===== config.mk =====
export PLATFORM = sky130hd
export DESIGN_NAME = bootrom_port_arbiter
export DESIGN_NICKNAME = d
export VERILOG_FILES = /design/src/rtl/bootrom_pkg.sv /design/src/rtl/bootrom_rr_arbiter.sv /design/src/rtl/bootrom_port_arbiter.sv
export SDC_FILE = /design/constraint.sdc
export NUM_CORES = 1
export LEC_CHECK = 0
export ABC_AREA = 1
export CAP_MARGIN = 10
export CORE_MARGIN = 2
export CORE_UTILIZATION = 40
export CTS_BUF_LIST = sky130_fd_sc_hd__clkbuf_2 sky130_fd_sc_hd__clkbuf_4 sky130_fd_sc_hd__clkbuf_8
export DETAILED_ROUTE_END_ITERATION = 12
export GPL_TIMING_DRIVEN = 0
export PLACE_DENSITY_LB_ADDON = 0.2
export SYNTH_ARGS = -nofsm -noshare
export SYNTH_HDL_FRONTEND = slang
export SYNTH_HIERARCHICAL = 1
export SYNTH_SLANG_ARGS = --single-unit

===== constraint.sdc =====
create_clock -name clk -period 2 [get_ports clk]
set_input_delay 0.2 -clock clk [delete_from_list [all_inputs] [get_ports clk]]
set_output_delay 0.2 -clock clk [all_outputs]
set_load 0.02 [all_outputs]

===== src/rtl/bootrom_pkg.sv =====
// Shared types and constants for the boot ROM port arbiter.
// FSM state encoding, grant ids and ROM geometry.
package bootrom_pkg;

  localparam int ROM_ADDR_W = 9;
  localparam int ROM_DATA_W = 32;

  localparam logic GNT_I = 1'b0;
  localparam logic GNT_D = 1'b1;

  typedef enum logic [1:0] {
    IDLE,
    ISSUE,
    WAIT,
    REJECT
  } state_t;

endpackage


===== src/rtl/bootrom_rr_arbiter.sv =====
// Two-way round-robin arbiter for the boot ROM port.
// Ports: req[1:0] (bit0=i, bit1=d), last_grant, en -> one-hot gnt.
module bootrom_rr_arbiter
  import bootrom_pkg::*;
(
  input  logic [1:0] req,
  input  logic       last_grant,
  input  logic       en,
  output logic [1:0] gnt
);

  always_comb begin
    gnt = '0;
    if (en) begin
      if (req == 2'b11) begin
        // Tie goes to whoever did not win last time.
        if (last_grant == GNT_D) gnt = 2'b01;
        else                     gnt = 2'b10;
      end else begin
        gnt = req;
      end
    end
  end

endmodule


===== src/rtl/bootrom_port_arbiter.sv =====
// Shares one boot ROM read port between fetch (i) and data (d).
// Ports: i/d req-ack pairs, ROM en/addr/do, err_count of rejects.
module bootrom_port_arbiter
  import bootrom_pkg::*;
#(
  parameter int ADDR_W = ROM_ADDR_W,
  parameter int DATA_W = ROM_DATA_W
) (
  input  logic              clk,
  input  logic              rst,
  input  logic              i_req,
  input  logic [31:0]       i_addr,
  output logic              i_ack,
  output logic [DATA_W-1:0] i_data,
  input  logic              d_req,
  input  logic              d_we,
  input  logic [31:0]       d_addr,
  output logic              d_ack,
  output logic              d_err,
  output logic [DATA_W-1:0] d_data,
  output logic              rom_en,
  output logic [ADDR_W-1:0] rom_addr,
  input  logic [DATA_W-1:0] rom_do,
  output logic [7:0]        err_count
);

  state_t            state;
  logic              last_grant;
  logic              cur;
  logic [1:0]        gnt;
  logic              i_ack_q;
  logic              d_ack_q;
  logic              d_err_q;
  logic [DATA_W-1:0] i_data_q;
  logic [DATA_W-1:0] d_data_q;

  logic unused_bits;
  assign unused_bits = ^{i_addr[31:ADDR_W+2], i_addr[1:0],
                         d_addr[31:ADDR_W+2], d_addr[1:0]};

  bootrom_rr_arbiter u_arb (
    .req        ({d_req, i_req}),
    .last_grant (last_grant),
    .en         (state == IDLE),
    .gnt        (gnt)
  );

  always_ff @(posedge clk) begin
    if (rst) begin
      state      <= IDLE;
      last_grant <= GNT_D;
      cur        <= GNT_I;
      rom_en     <= 1'b0;
      rom_addr   <= '0;
      i_ack_q    <= 1'b0;
      d_ack_q    <= 1'b0;
      d_err_q    <= 1'b0;
      i_data_q   <= '0;
      d_data_q   <= '0;
      err_count  <= '0;
    end else begin
      rom_en  <= 1'b0;
      i_ack_q <= 1'b0;
      d_ack_q <= 1'b0;
      d_err_q <= 1'b0;
      unique case (state)
        IDLE: begin
          if (gnt[GNT_I]) begin
            rom_addr   <= i_addr[ADDR_W+1:2];
            cur        <= GNT_I;
            last_grant <= GNT_I;
            rom_en     <= 1'b1;
            state      <= ISSUE;
          end else if (gnt[GNT_D]) begin
            cur        <= GNT_D;
            last_grant <= GNT_D;
            if (d_we) begin
              d_ack_q  <= 1'b1;
              d_err_q  <= 1'b1;
              d_data_q <= '0;
              state    <= REJECT;
            end else begin
              rom_addr <= d_addr[ADDR_W+1:2];
              rom_en   <= 1'b1;
              state    <= ISSUE;
            end
          end
        end
        ISSUE: begin
          if (cur == GNT_I) i_ack_q <= 1'b1;
          else              d_ack_q <= 1'b1;
          state <= WAIT;
        end
        WAIT: begin
          if (cur == GNT_I) i_data_q <= rom_do;
          else              d_data_q <= rom_do;
          state <= IDLE;
        end
        REJECT: begin
          if (err_count != 8'hFF) err_count <= err_count + 8'd1;
          state <= IDLE;
        end
      endcase
    end
  end

  // A reset landing in WAIT must swallow the in-flight ack.
  assign i_ack  = i_ack_q & ~rst;
  assign d_ack  = d_ack_q & ~rst;
  assign d_err  = d_err_q & ~rst;

  // ROM data passes through in the ack cycle, then is held.
  assign i_data = i_ack ? rom_do : i_data_q;
  assign d_data = (d_ack && !d_err) ? rom_do : d_data_q;

endmodule


**After elaboration in Yosys (flattened, before gate mapping)**

Index checks and enable logic that the tools add are counted.

- Reductions and logical operators: 13
- Mux-type cells: 28
- Bitwise gates (word level): 7
- Add/sub/neg operators: 1
- Eq/ne operators: 11

Operator list:

| kind | count |
|---|---|
| 2-to-1 mux 32 bit | 6 |
| one-hot mux 32 bit (2 select lines) | 1 |
| 2-to-1 mux 9 bit | 3 |
| 2-to-1 mux 2 bit | 6 |
| 2-to-1 mux 1 bit | 10 |
| adder 8 x 1 -> 8 bit (second input constant) | 1 |
| inequality test 2 bit (second input constant) | 4 |
| inequality test 8 bit (second input constant) | 1 |
| == test 2 bit (second input constant) | 3 |
| one-hot mux 2 bit (3 select lines) | 1 |
| AND reduction 2 bit | 3 |
| OR reduction 2 bit | 3 |
| AND reduction 5 bit | 1 |
| inverter 1 bit | 4 |
| nonzero test 2 bit | 2 |
| bitwise AND 1 bit | 3 |
| inequality test 3 bit (second input constant) | 1 |
| AND reduction 3 bit | 1 |
| == test 2 x 1 -> 1 bit (second input constant) | 1 |
| zero test 2 bit | 1 |
| inequality test 2 x 1 -> 1 bit (second input constant) | 1 |
| one-hot mux 1 bit (2 select lines) | 1 |
| logical AND 1 bit | 1 |
| zero test 1 bit | 1 |

- Output and inout bits: 85
- Word-level logic and storage cells: 71
- Bits of input ports: 101
- Flip-flop bits (word level): 89

**Logic depth before layout (Yosys ltp)**

Gate-level depths: netlist of the first run.

- Depth after elaboration: 6
- Depth in mapped cells: 11
- Depth with buffers taken out: 8

**Hierarchy**

The synthesis of the first run kept the hierarchy.

Modules (own cells, without submodules):

| module | cells an instance | sequential area each (um^2) | area each (um^2) | instances |
|---|---|---|---|---|
| bootrom_port_arbiter | 648 | 1781.7 | 4300.4 | 1 |
| bootrom_rr_arbiter | 5 | 0.0 | 21.3 | 1 |

**Worst setup path before layout of the first run**

No wires, ideal clock.

- Path kind: input-to-output
- From: input rst
- To: output d_data[10]
- Path buffers: 2
- Data arrival time: 1.582 ns
- Slack: 0.218 ns
- Data required time: 1.800 ns
- Stages on the path: 5
- Cells stage by stage: buf_2 nor2_1 nand2_2 clkbuf_1 o21ai_0

- Elaborated cells between the ends (all ways): 6
- Those cells by class: mux: 1; bitwise: 3; reduce/logical: 2

RTL lines:

| item | RTL line | source |
|---|---|---|
| from (decl) | bootrom_port_arbiter.sv:10 | `input logic rst,` |
| inverter 1 bit | bootrom_port_arbiter.sv:109 | `assign d_ack = d_ack_q & ~rst;` |
| bitwise AND 1 bit | bootrom_port_arbiter.sv:109 |  |
| via d_ack | bootrom_port_arbiter.sv:18 | `output logic d_ack,` |
| logical AND 1 bit | bootrom_port_arbiter.sv:114 | `assign d_data = (d_ack && !d_err) ? rom_do : d_data_q;` |
| 2-to-1 mux 32 bit | bootrom_port_arbiter.sv:114 |  |
| to (decl) | bootrom_port_arbiter.sv:20 | `output logic [DATA_W-1:0] d_data,` |

The timed path passes the listed nets, and every way through them passes these cells.

**Worst setup path in the final report of the first run**

- From: register i_ack_q
- To: output i_data[1]

- Word-level cells in the longest chain between the ends: 2

RTL lines:

| item | RTL line | source |
|---|---|---|
| from (decl) | bootrom_port_arbiter.sv:31 | `logic i_ack_q;` |
| from (signal assigned) | bootrom_port_arbiter.sv:55 | `i_ack_q <= 1'b0;` |
| from (signal assigned) | bootrom_port_arbiter.sv:63 | `i_ack_q <= 1'b0;` |
| from (signal assigned) | bootrom_port_arbiter.sv:90 | `if (cur == GNT_I) i_ack_q <= 1'b1;` |
| bitwise AND 1 bit | bootrom_port_arbiter.sv:108 | `assign i_ack = i_ack_q & ~rst;` |
| 2-to-1 mux 32 bit | bootrom_port_arbiter.sv:113 | `assign i_data = i_ack ? rom_do : i_data_q;` |
| to (decl) | bootrom_port_arbiter.sv:14 | `output logic [DATA_W-1:0] i_data,` |

Every way passes these cells.

==> impl_metrics.json, run 1 <==
{
  "outcome": "finished, final reports clean",
  "layout_min_cycle_time_ns": 1.909,
  "cts_tree": "yes",
  "place_area_mm2": 0.005873,
  "cellPowerDensity_mw_per_mm2": 747.3,
  "rsz0062_at_grt": "yes",
  "hold_path.class": "in2reg",
  "hold_buffers": 0,
  "finalSetupTns_ns": 0,
  "worst-path-stages": 5,
  "die_y_um": 107.9,
  "grt_max_degree": 14,
  "vias": 4988,
  "numCtsBuffers": 9,
  "coreArea_mm2": 0.01042,
  "nNetsFinal": 906,
  "worst_slew_pin_slew_ns": 0.5444,
  "route.detailed.drc": 0,
  "syn-num-nets": 755,
  "pre_cts_slack_ns": -0.2484,
  "antenna_found_initial": 0,
  "cts-root-buf": "clkbuf_8",
  "clk_latency_ns": 0.35,
  "slew_headroom_pct": 63.70,
  "vdd_ir_drop_max_uv": 405.0,
  "grt_first_pass_wirelength_um": 22560,
  "grt_usage_pct": 23.79,
  "initial_core_util_pct": 41.49,
  "avgSynthCellArea_um2": 6.618,
  "final_area_mm2": 0.006016,
  "finClkSkew_ns": 0.008337,
  "io_pins": 186,
  "slowest_delay_ns": 0.36,
  "critPathSlowestCell": "dlygate4sd1_1",
  "hold_depth": 4,
  "synth_seq_cells": 89,
  "htree_levels": 3,
  "clk_pin_slew_worst_paths_ns": 0.08,
  "firstDrtPassIters": 7,
  "die_w_um": 107.9,
  "cts.path.max_buffers": 2,
  "portBuffers": 138,
  "post-route-util_pct": 57.75,
  "diodes": 0,
  "path_cells": "nand2_1 > buf_4 > clkbuf_4 > o21ai_0 > dlygate4sd1_1",
  "dpl.hpwl_um": 10280,
  "place.gp.congestion": 0.8734,
  "final_layout_size_suffix_gt1_share_pct": 10.78,
  "tritoncts_num_sinks": 89,
  "cp_data_arrival_time_ns": 1.71,
  "gr-total-overflow": 0,
  "synthCells": 653,
  "area_growth_pct": 39.20,
  "setup_viol": 0,
  "critPathCaptureType": "output pin",
  "path_class": "reg2out",
  "fmax_mhz": 523.8,
  "ys_types": 18,
  "dieArea_mm2": 0.01165,
  "rows": 37,
  "leakage_nw": 2.378,
  "cp_max_fo": 10,
  "crit_path_start_kind": "flip-flop",
  "synth_area_mm2": 0.004322,
  "finalHoldViolations": 0,
  "fin_crit_sh_pct": 95.46,
  "drt_first_iter_violations": 373,
  "cp.required_ns": 1.80,
  "fin_ws_ns": 0.09084,
  "drt.antenna.violating_nets": 0,
  "reg2regPathDepth": 10,
  "synth_warnings": 6,
  "grt_pass1_vias": 4726,
  "maxSlewViolCount": 0,
  "totalWireLength_um": 13790,
  "cp_num_buf_inv": 3,
  "crit_family": "buffers and inverters",
  "yosysSeqAreaShare_pct": 41.23,
  "viasPerCell": 5.290,
  "wl_per_cell_um": 14.62,
  "worst_hold_slack_ns": 0.3883,
  "drv_cap": 0
}
timing repair:
| item | 4_1_cts | 5_1_grt |
|---|---|---|
| resized for setup | 125 | 73 |
| cloned | 0 | 0 |
| pin swaps | 1 | 1 |
| buffers inserted | 2 | 0 |
| endpoints found under the setup margin | 73 | 81 |
final timing paths:
path | slack (ns) | from | endpoint
max reg2reg | 0.09 | state[1] | d_data_q[2]
max | 0.09 | i_ack_q | i_data[1]
min reg2reg | 0.46 | rom_addr[3] | rom_addr[3]
min | 0.39 | rst | state[1]
synth_stat cells:
master      n  area, um^2
dfxtp_1    89        1782
nor2_1     25       93.84
nand2_1   165       619.3
a21oi_1    82       410.4
o21ai_1     1       5.000
clkbuf_1   30       112.6
ha_1        1       12.51
nand4_1    32       200.2
nand3_1    85       425.4
buf_2      22       110.1
inv_1      48       180.2
inv_2       2       7.510
buf_4       1       7.510
o22ai_1     1       6.260
nand2_2     2       12.51
o21ai_0    64       320.3
clkinv_1    1       3.750
nor2_2      2       12.51
layer usage:
metal,track usage [%],vias up,share of wire (%)
li1,-,2472,-
met2,40.66,203,48
met5,0,-,0
met1,30.12,2287,43
met3,4.461,26,7.0
met4,8.150,0,1.8
flip-flops by register name, summed over array words and instances, names as in the netlist:
signal and cells:
cur 1, d_ack_q 1, d_data_q 32, d_err_q 1
err_count 8, i_ack_q 1, i_data_q 32, last_grant 1
rom_addr 9, rom_en 1, state 2
through the flow:
stage | std cells | power, mW
after detailed placement | 927 | 3.379
after global routing | 943 | 4.726
after CTS | 943 | 4.489
after global placement | 927 | 3.353
after floorplan | 653 | 2.778
final | 943 | 4.495
cell type report:
type                    instances  area [um^2]
fillers                      1040         4400
multi-input cells             460         2136
flip-flops and latches         89         1782
repair buffers                140         1299
plain buffers                  53        255.2
inverters                      51        191.4
well taps                     136        170.2
clock buffers                  10        137.6
clock inverters                 4        45.04
worst reg2reg max path: stages, from the launching register on:
cell	delay [ns]
dfxtp_1	0.30
buf_2	0.17
nor2_1	0.21
nand2_1	0.09
a21oi_1	0.17
nand2_1	0.07
nor2_1	0.14
nand2_1	0.22
buf_2	0.27
nand3_1	0.10
a21oi_1	0.06
power breakdown:
part | internal (mW) | switching, mW | total [mW] | leakage, nW
logic | 0.476 | 0.873 | 1.35 | 1.56
registers | 1.89 | 0.0622 | 1.95 | 0.720
clock network | 0.592 | 0.602 | 1.19 | 0.0978
total | 2.96 | 1.54 | 4.50 | 2.38
cell families after synthesis:
group / share of synthesized area [%]
AOI/OAI and AO/OA: 17.17
adders and majority gates: 0.2895
buffers and inverters: 9.757
DFF: 41.23
and+or+nand+nor: 31.56
layout by cell type (no fill, tap or decap), types with 11 or more instances in the layout:
cell               n
dfxtp_1           89
buf_2             22
clkbuf_1          22
clkdlybuf4s15_2   13
dlygate4sd2_1     22
a21oi_1           81
nand4_1           32
inv_1             48
clkdlybuf4s50_1   74
clkdlybuf4s15_1   11
nor2_1            24
nand2_1          164
o21ai_0           58
clkbuf_2          19
nand3_1           85
(Power assumes the default switching activity.)
==> run 2, diff against run 1 <==
--- a/config.mk
+++ b/config.mk
@@ -5,8 +5,7 @@
 export SDC_FILE = /design/constraint.sdc
 export NUM_CORES = 1
 export LEC_CHECK = 0
-export ABC_AREA = 1
-export CAP_MARGIN = 10
+export CAP_MARGIN = 20
 export CORE_MARGIN = 2
 export CORE_UTILIZATION = 40
 export CTS_BUF_LIST = sky130_fd_sc_hd__clkbuf_2 sky130_fd_sc_hd__clkbuf_4 sky130_fd_sc_hd__clkbuf_8
==> run 2 against run 1 <==
Sequential power about the same; total power up 5.0%; worst hold slack better by 0.066 ns; largest cell class unchanged; critical path depth unchanged; first-iteration DRC count down 46%; critical path type is now in2out; global-route usage down 1.9 points; die area up 3.3%; clock-buffer cell count up 2.
==> impl_metrics.json, run 2 <==
{
  "drv_cap": 0,
  "leakage_nw": 2.567,
  "gr-total-overflow": 0,
  "antenna_found_initial": 0,
  "async_flop_share_pct": 0,
  "post-route-util_pct": 58.62,
  "worst_slew_pin_slew_ns": 0.5993,
  "synth_area_mm2": 0.004471,
  "totalWireLength_um": 13300,
  "place.gp.congestion": 0.8138,
  "finalSetupTns_ns": 0,
  "vias": 4263,
  "layout_min_cycle_time_ns": 1.962,
  "nNetsFinal": 759,
  "diodes": 0,
  "die_y_um": 109.7,
  "cts-root-buf": "clkbuf_8",
  "hold_buffers": 0,
  "yosysSeqAreaShare_pct": 39.85,
  "outcome": "finished, final reports clean",
  "synth.top_cell.area_share_pct": 39.85,
  "drt_first_iter_violations": 200,
  "grt_usage_pct": 21.90,
  "io_pins": 186,
  "viasPerCell": 5.315,
  "slew_headroom_pct": 60.04,
  "finClkSkew_ns": 0.01147,
  "critPathSlowestCell": "clkdlybuf4s50_1",
  "critPathCaptureType": "output pin",
  "htree_levels": 3,
  "synth_warnings": 6,
  "slowest_delay_ns": 0.56,
  "synthCells": 500,
  "synthTopCellsByCount": "89 x dfxtp_1, 72 x a21oi_1, 70 x nand2_1",
  "clk_pin_slew_worst_paths_ns": 0.08,
  "dieArea_mm2": 0.01204,
  "initial_core_util_pct": 41.06,
  "finalHoldViolations": 0,
  "cts.path.max_buffers": 2,
  "grt_max_degree": 15,
  "dpl.hpwl_um": 9368,
  "setup_viol": 0,
  "fmax_mhz": 509.6,
  "synth_seq_cells": 89,
  "grt_first_pass_wirelength_um": 20640,
  "maxSlewViolCount": 0,
  "cp_data_arrival_time_ns": 1.76,
  "fill_cells": 1026,
  "grt_pass1_vias": 4151,
  "ys_types": 39,
  "rows": 38,
  "numCtsBuffers": 9,
  "wl_per_cell_um": 16.59,
  "largest_registers": "d_data_q: 32 flops, i_data_q: 32 flops, rom_addr: 9 flops",
  "cts_tree": "yes",
  "hold_path.class": "reg2reg",
  "drt.antenna.violating_nets": 0,
  "crit_path_start_kind": "primary input",
  "cp_max_fo": 10,
  "tritoncts_num_sinks": 89,
  "fin_crit_sh_pct": 98.11,
  "worst_hold_slack_ns": 0.4545,
  "rsz0062_at_grt": "yes",
  "syn-num-nets": 602,
  "avgSynthCellArea_um2": 8.941,
  "synth_area_leaders": "dfxtp_1 40%, mux2_1 16%, a21oi_1 8.1%",
  "area_growth_pct": 42.77,
  "coreArea_mm2": 0.01089,
  "die_w_um": 109.7,
  "final_layout_size_suffix_gt1_share_pct": 25.23,
  "firstDrtPassIters": 5,
  "cellPowerDensity_mw_per_mm2": 739.6,
  "path_class": "in2out",
  "portBuffers": 139,
  "final_common_cell": "dfxtp_1",
  "synth_most_common_cell": "dfxtp_1",
  "cp.required_ns": 1.80,
  "route.detailed.drc": 0,
  "synth_edf_count": 0,
  "yosysTopAreaCell": "dfxtp_1",
  "clk_latency_ns": 0.35,
  "path_cells": "dlygate4sd2_1 > clkbuf_4 > buf_2 > nor2b_1 > clkdlybuf4s50_1",
  "vdd_ir_drop_max_uv": 434.3,
  "synthFlopType": "dfxtp_1",
  "layout_common_cells": "87 x dfxtp_1, 73 x clkdlybuf4s50_1, 70 x nand2_1, 70 x a21oi_1, 54 x mux2_1"
}
==> run 2: layout make-up <==
cell class | instances | area (um^2) | share of cell area (%)
sequential | 89 | 1784 | 27.96
clock buffer | 12 | 158.9 | 2.490
buffer | 45 | 312.8 | 4.901
timing repair buffer | 148 | 1261 | 19.76
inverter | 13 | 48.80 | 0.7646
clock inverter | 4 | 98.84 | 1.549
multi-input combinational | 351 | 2542 | 39.84
tap | 140 | 175.2 | 2.745
==> run 2: final timing paths <==
kind                  endpoint  slack, ns          from  cells after the start
setup / recovery         d_err       0.04           rst                      5
hold / removal    i_data_q[24]       0.45  i_data_q[24]                      2
setup reg to reg   rom_addr[4]       0.09      state[0]                      8
hold reg to reg   i_data_q[24]       0.45  i_data_q[24]                      2
==> run 2: metal layers <==
layer / up-vias / GRT usage (%) / wire (um) / share of wire [%]
li1: 2107 / - / - / -
met1: 2014 / 29.04 / 5839 / 44
met2: 129 / 37.26 / 6620 / 50
met3: 13 / 3.320 / 700 / 5.3
met4: 0 / 5.515 / 142 / 1.1
met5: - / 0 / 0 / 0
==> run 2: metrics by stage <==
stage / instance area (um^2) / power, mW / cells / worst slack (ns)
2_1_floorplan: 4477 / 2.647 / 500 / 0.04167
3_3_place_gp: 6043 / 3.140 / 779 / -0.6906
3_5_place_dp: 6043 / 3.166 / 779 / -0.6813
4_1_cts: 6400 / 4.733 / 798 / -0.04185
5_1_grt: 6382 / 4.922 / 802 / -0.02310
6_report: 6382 / 4.721 / 802 / 0.03782
==> run 2: logic make-up (layout without fill, tap and decap cells) <==
logic type | Yosys count | after routing | share of synthesized area, %
AND/OR/NAND/NOR | 141 | 141 | 15.20
adder cells (fa/ha/maj) | 1 | 1 | 0.2798
multiplexers | 77 | 77 | 19.34
flip-flops | 89 | 89 | 39.85
buffers and inverters | 60 | 222 | 6.101
AO/OA/AOI/OAI | 132 | 132 | 19.23
==> run 2: worst max-delay path, delay by kind of cell <==
family,cells,cell delay [ns]
buffers and inverters,4,1.49
and+or+nand+nor,1,0.07
==> run 2: what timing repair did <==
item | 4_1_cts | 5_1_grt
pin swaps | 0 | 3
cloned | 2 | 1
gates resized for setup | 235 | 73
setup endpoints to repair | 108 | 84
setup buffers | 3 | 4
==> run 2: power by group <==
group	internal, mW	switching, mW
logic	0.539	0.677
registers	1.88	0.0685
clock network	0.916	0.640
total	3.34	1.39
==> run 3, diff against run 2 <==
--- a/config.mk
+++ b/config.mk
@@ -6,7 +6,7 @@
 export NUM_CORES = 1
 export LEC_CHECK = 0
 export CAP_MARGIN = 20
-export CORE_MARGIN = 2
+export CORE_MARGIN = 3
 export CORE_UTILIZATION = 40
 export CTS_BUF_LIST = sky130_fd_sc_hd__clkbuf_2 sky130_fd_sc_hd__clkbuf_4 sky130_fd_sc_hd__clkbuf_8
 export DETAILED_ROUTE_END_ITERATION = 12
==> run 3 against run 2 <==
Via count up 0.49%; design area down 0.16%; die area up 3.7%; largest cell class unchanged; core utilization up 1.5 points; clock skew about the same; sequential power about the same; highest routed layer unchanged; clock-buffer cell count down 3; routed wire length up 1.1%.
==> impl_metrics.json, run 3 (synthesized netlist as in run 2, its figures left out) <==
{
  "outcome": "finished, final reports clean",
  "firstDrtPassIters": 4,
  "r2r_end": "rom_addr[0]",
  "numCtsBuffers": 9,
  "rsz0062_at_grt": "yes",
  "finClkSkew_ns": 0.01160,
  "cp_max_fo": 6,
  "portBuffers": 139,
  "grt_first_pass_wirelength_um": 21720,
  "nNetsFinal": 760,
  "vdd_ir_drop_max_uv": 359.1,
  "dpl.hpwl_um": 9470,
  "clk_pin_slew_worst_paths_ns": 0.09,
  "dieArea_mm2": 0.01248,
  "worst-path-stages": 6,
  "reg2reg_from": "state[1]",
  "cp.required_ns": 1.80,
  "place.gp.congestion": 0.8230,
  "coreArea_mm2": 0.01060,
  "totalWireLength_um": 13450,
  "min_from": "i_data_q[13]",
  "final_common_cell": "dfxtp_1",
  "hold_buffers": 0,
  "cp_num_buf_inv": 3,
  "rows": 37,
  "critPathSlowestCell": "mux2_1",
  "critPathCaptureType": "output pin",
  "grt_usage_pct": 20.88,
  "final_area_mm2": 0.006372,
  "die_y_um": 111.7,
  "antenna_found_initial": 0,
  "setup_viol": 0,
  "grt_max_degree": 16,
  "place_area_mm2": 0.006038,
  "path_cells": "nor2b_4 > nor2b_4 > buf_8 > buf_4 > mux2_1 > buf_2",
  "tritoncts_num_sinks": 89,
  "finalHoldViolations": 0,
  "layout_common_cells": "86 x dfxtp_1, 73 x clkdlybuf4s50_1, 70 x a21oi_1, 69 x nand2_1, 46 x mux2_1",
  "clk_latency_ns": 0.36,
  "critPathMostFrequentCell": "nor2b_4",
  "layout_min_cycle_time_ns": 1.999,
  "final_layout_size_suffix_gt1_share_pct": 27.15,
  "wl_per_cell_um": 16.83,
  "cts-root-buf": "clkbuf_8",
  "drt.antenna.violating_nets": 0,
  "cp_data_arrival_time_ns": 1.80,
  "total_power_mw": 4.452,
  "drt_first_iter_violations": 180,
  "fill_cells": 954,
  "fmax_mhz": 500.4,
  "cts_tree": "yes",
  "route.detailed.drc": 0,
  "whs_endpoint": "i_data_q[13]",
  "die_w_um": 111.7,
  "crit_path_start_kind": "flip-flop",
  "slowest_delay_ns": 0.34,
  "crit_family": "buffers and inverters",
  "hold_path.class": "reg2reg",
  "maxSlewViolCount": 0,
  "vias": 4284,
  "largest_registers": "d_data_q: 32 flops, i_data_q: 32 flops, rom_addr: 9 flops",
  "cts.path.max_buffers": 2,
  "hold_depth": 2,
  "htree_levels": 3,
  "worst_slew_pin_slew_ns": 0.7309,
  "r2r_slack_ns": 0.09,
  "area_growth_pct": 42.54,
  "path_class": "reg2out",
  "slew_headroom_pct": 51.27,
  "io_pins": 186,
  "diodes": 0,
  "leakage_nw": 2.549,
  "drv_cap": 0,
  "gr-total-overflow": 0,
  "regArea_mm2": 0.001790,
  "multi_input_area_mm2": 0.002589,
  "finalSetupTns_ns": 0,
  "initial_core_util_pct": 42.17,
  "cellPowerDensity_mw_per_mm2": 698.6,
  "fin_crit_sh_pct": 99.93,
  "grt_pass1_vias": 4276,
  "reg2regPathDepth": 8,
  "viasPerCell": 5.362
}
==> run 3: cell count changes in the layout (fill, tap and decap cells not counted), sizes merged <==
| cell | before | now |
|---|---|---|
| inv | 13 | 14 |
| clkdlybuf4s15 | 3 | 1 |
| clkbuf | 57 | 47 |
| clkinv | 1 | 4 |
| dlygate4sd2 | 2 | 4 |
| clkinvlp | 0 | 1 |
| buf | 69 | 77 |
| bufinv | 3 | 1 |
==> run 3: metal layers <==
layer | track usage (%) | vias up | share of wire (%)
met3 | 5.978 | 19 | 7.2
met4 | 6.407 | 0 | 1.7
li1 | - | 2106 | -
met5 | 0 | - | 0
met1 | 25.37 | 2024 | 43
met2 | 35.73 | 135 | 49
==> run 3: cell type report <==
class	count	share of cell area (%)
Sequential cell	89	28.10
Tap cell	136	2.670
Multi-Input combinational cell	351	40.62
Clock inverter	7	1.100
Inverter	13	0.8050
Buffer	43	4.241
Clock buffer	9	1.944
Timing Repair Buffer	151	20.52
==> run 3: stage by stage <==
stage	setup slack (ns)	hold WS [ns]	utilization, %	std cells
5_1_grt	-0.04649	0.4538	60.11	799
3_3_place_gp	-0.6425	0.4374	56.96	775
6_report	0.001496	0.4548	60.11	799
4_1_cts	-0.09395	0.4333	59.92	793
3_5_place_dp	-0.6400	0.4421	56.96	775
2_1_floorplan	0.04167	0.3360	-	500
==> run 3: worst max-delay path by stage <==
stage,from,end
after floorplan,state[0],rom_addr[1]
after global placement,rst,i_data[19]
after detailed placement,rst,i_data[19]
after CTS,d_ack_q,d_data[7]
after global routing,d_ack_q,d_data[16]
final,d_ack_q,d_data[16]
==> run 3: tightest hold or removal path, delay by kind of cell (launching register included) <==
kind               cells  cell delay, ns
AOI/OAI and AO/OA      1            0.05
DFF                    1            0.31
and+or+nand+nor        1            0.05
==> run 3: what timing repair did <==
item | CTS | global route
resized for setup | 247 | 94
setup buffers | 2 | 8
setup endpoints to repair | 108 | 103
gates cloned | 2 | 1
pin swaps | 0 | 4
==> run 3: power breakdown <==
part | leakage, nW | internal [mW] | switching (mW)
logic | 1.73 | 0.561 | 0.702
registers | 0.723 | 1.88 | 0.0641
clock network | 0.0994 | 0.578 | 0.665
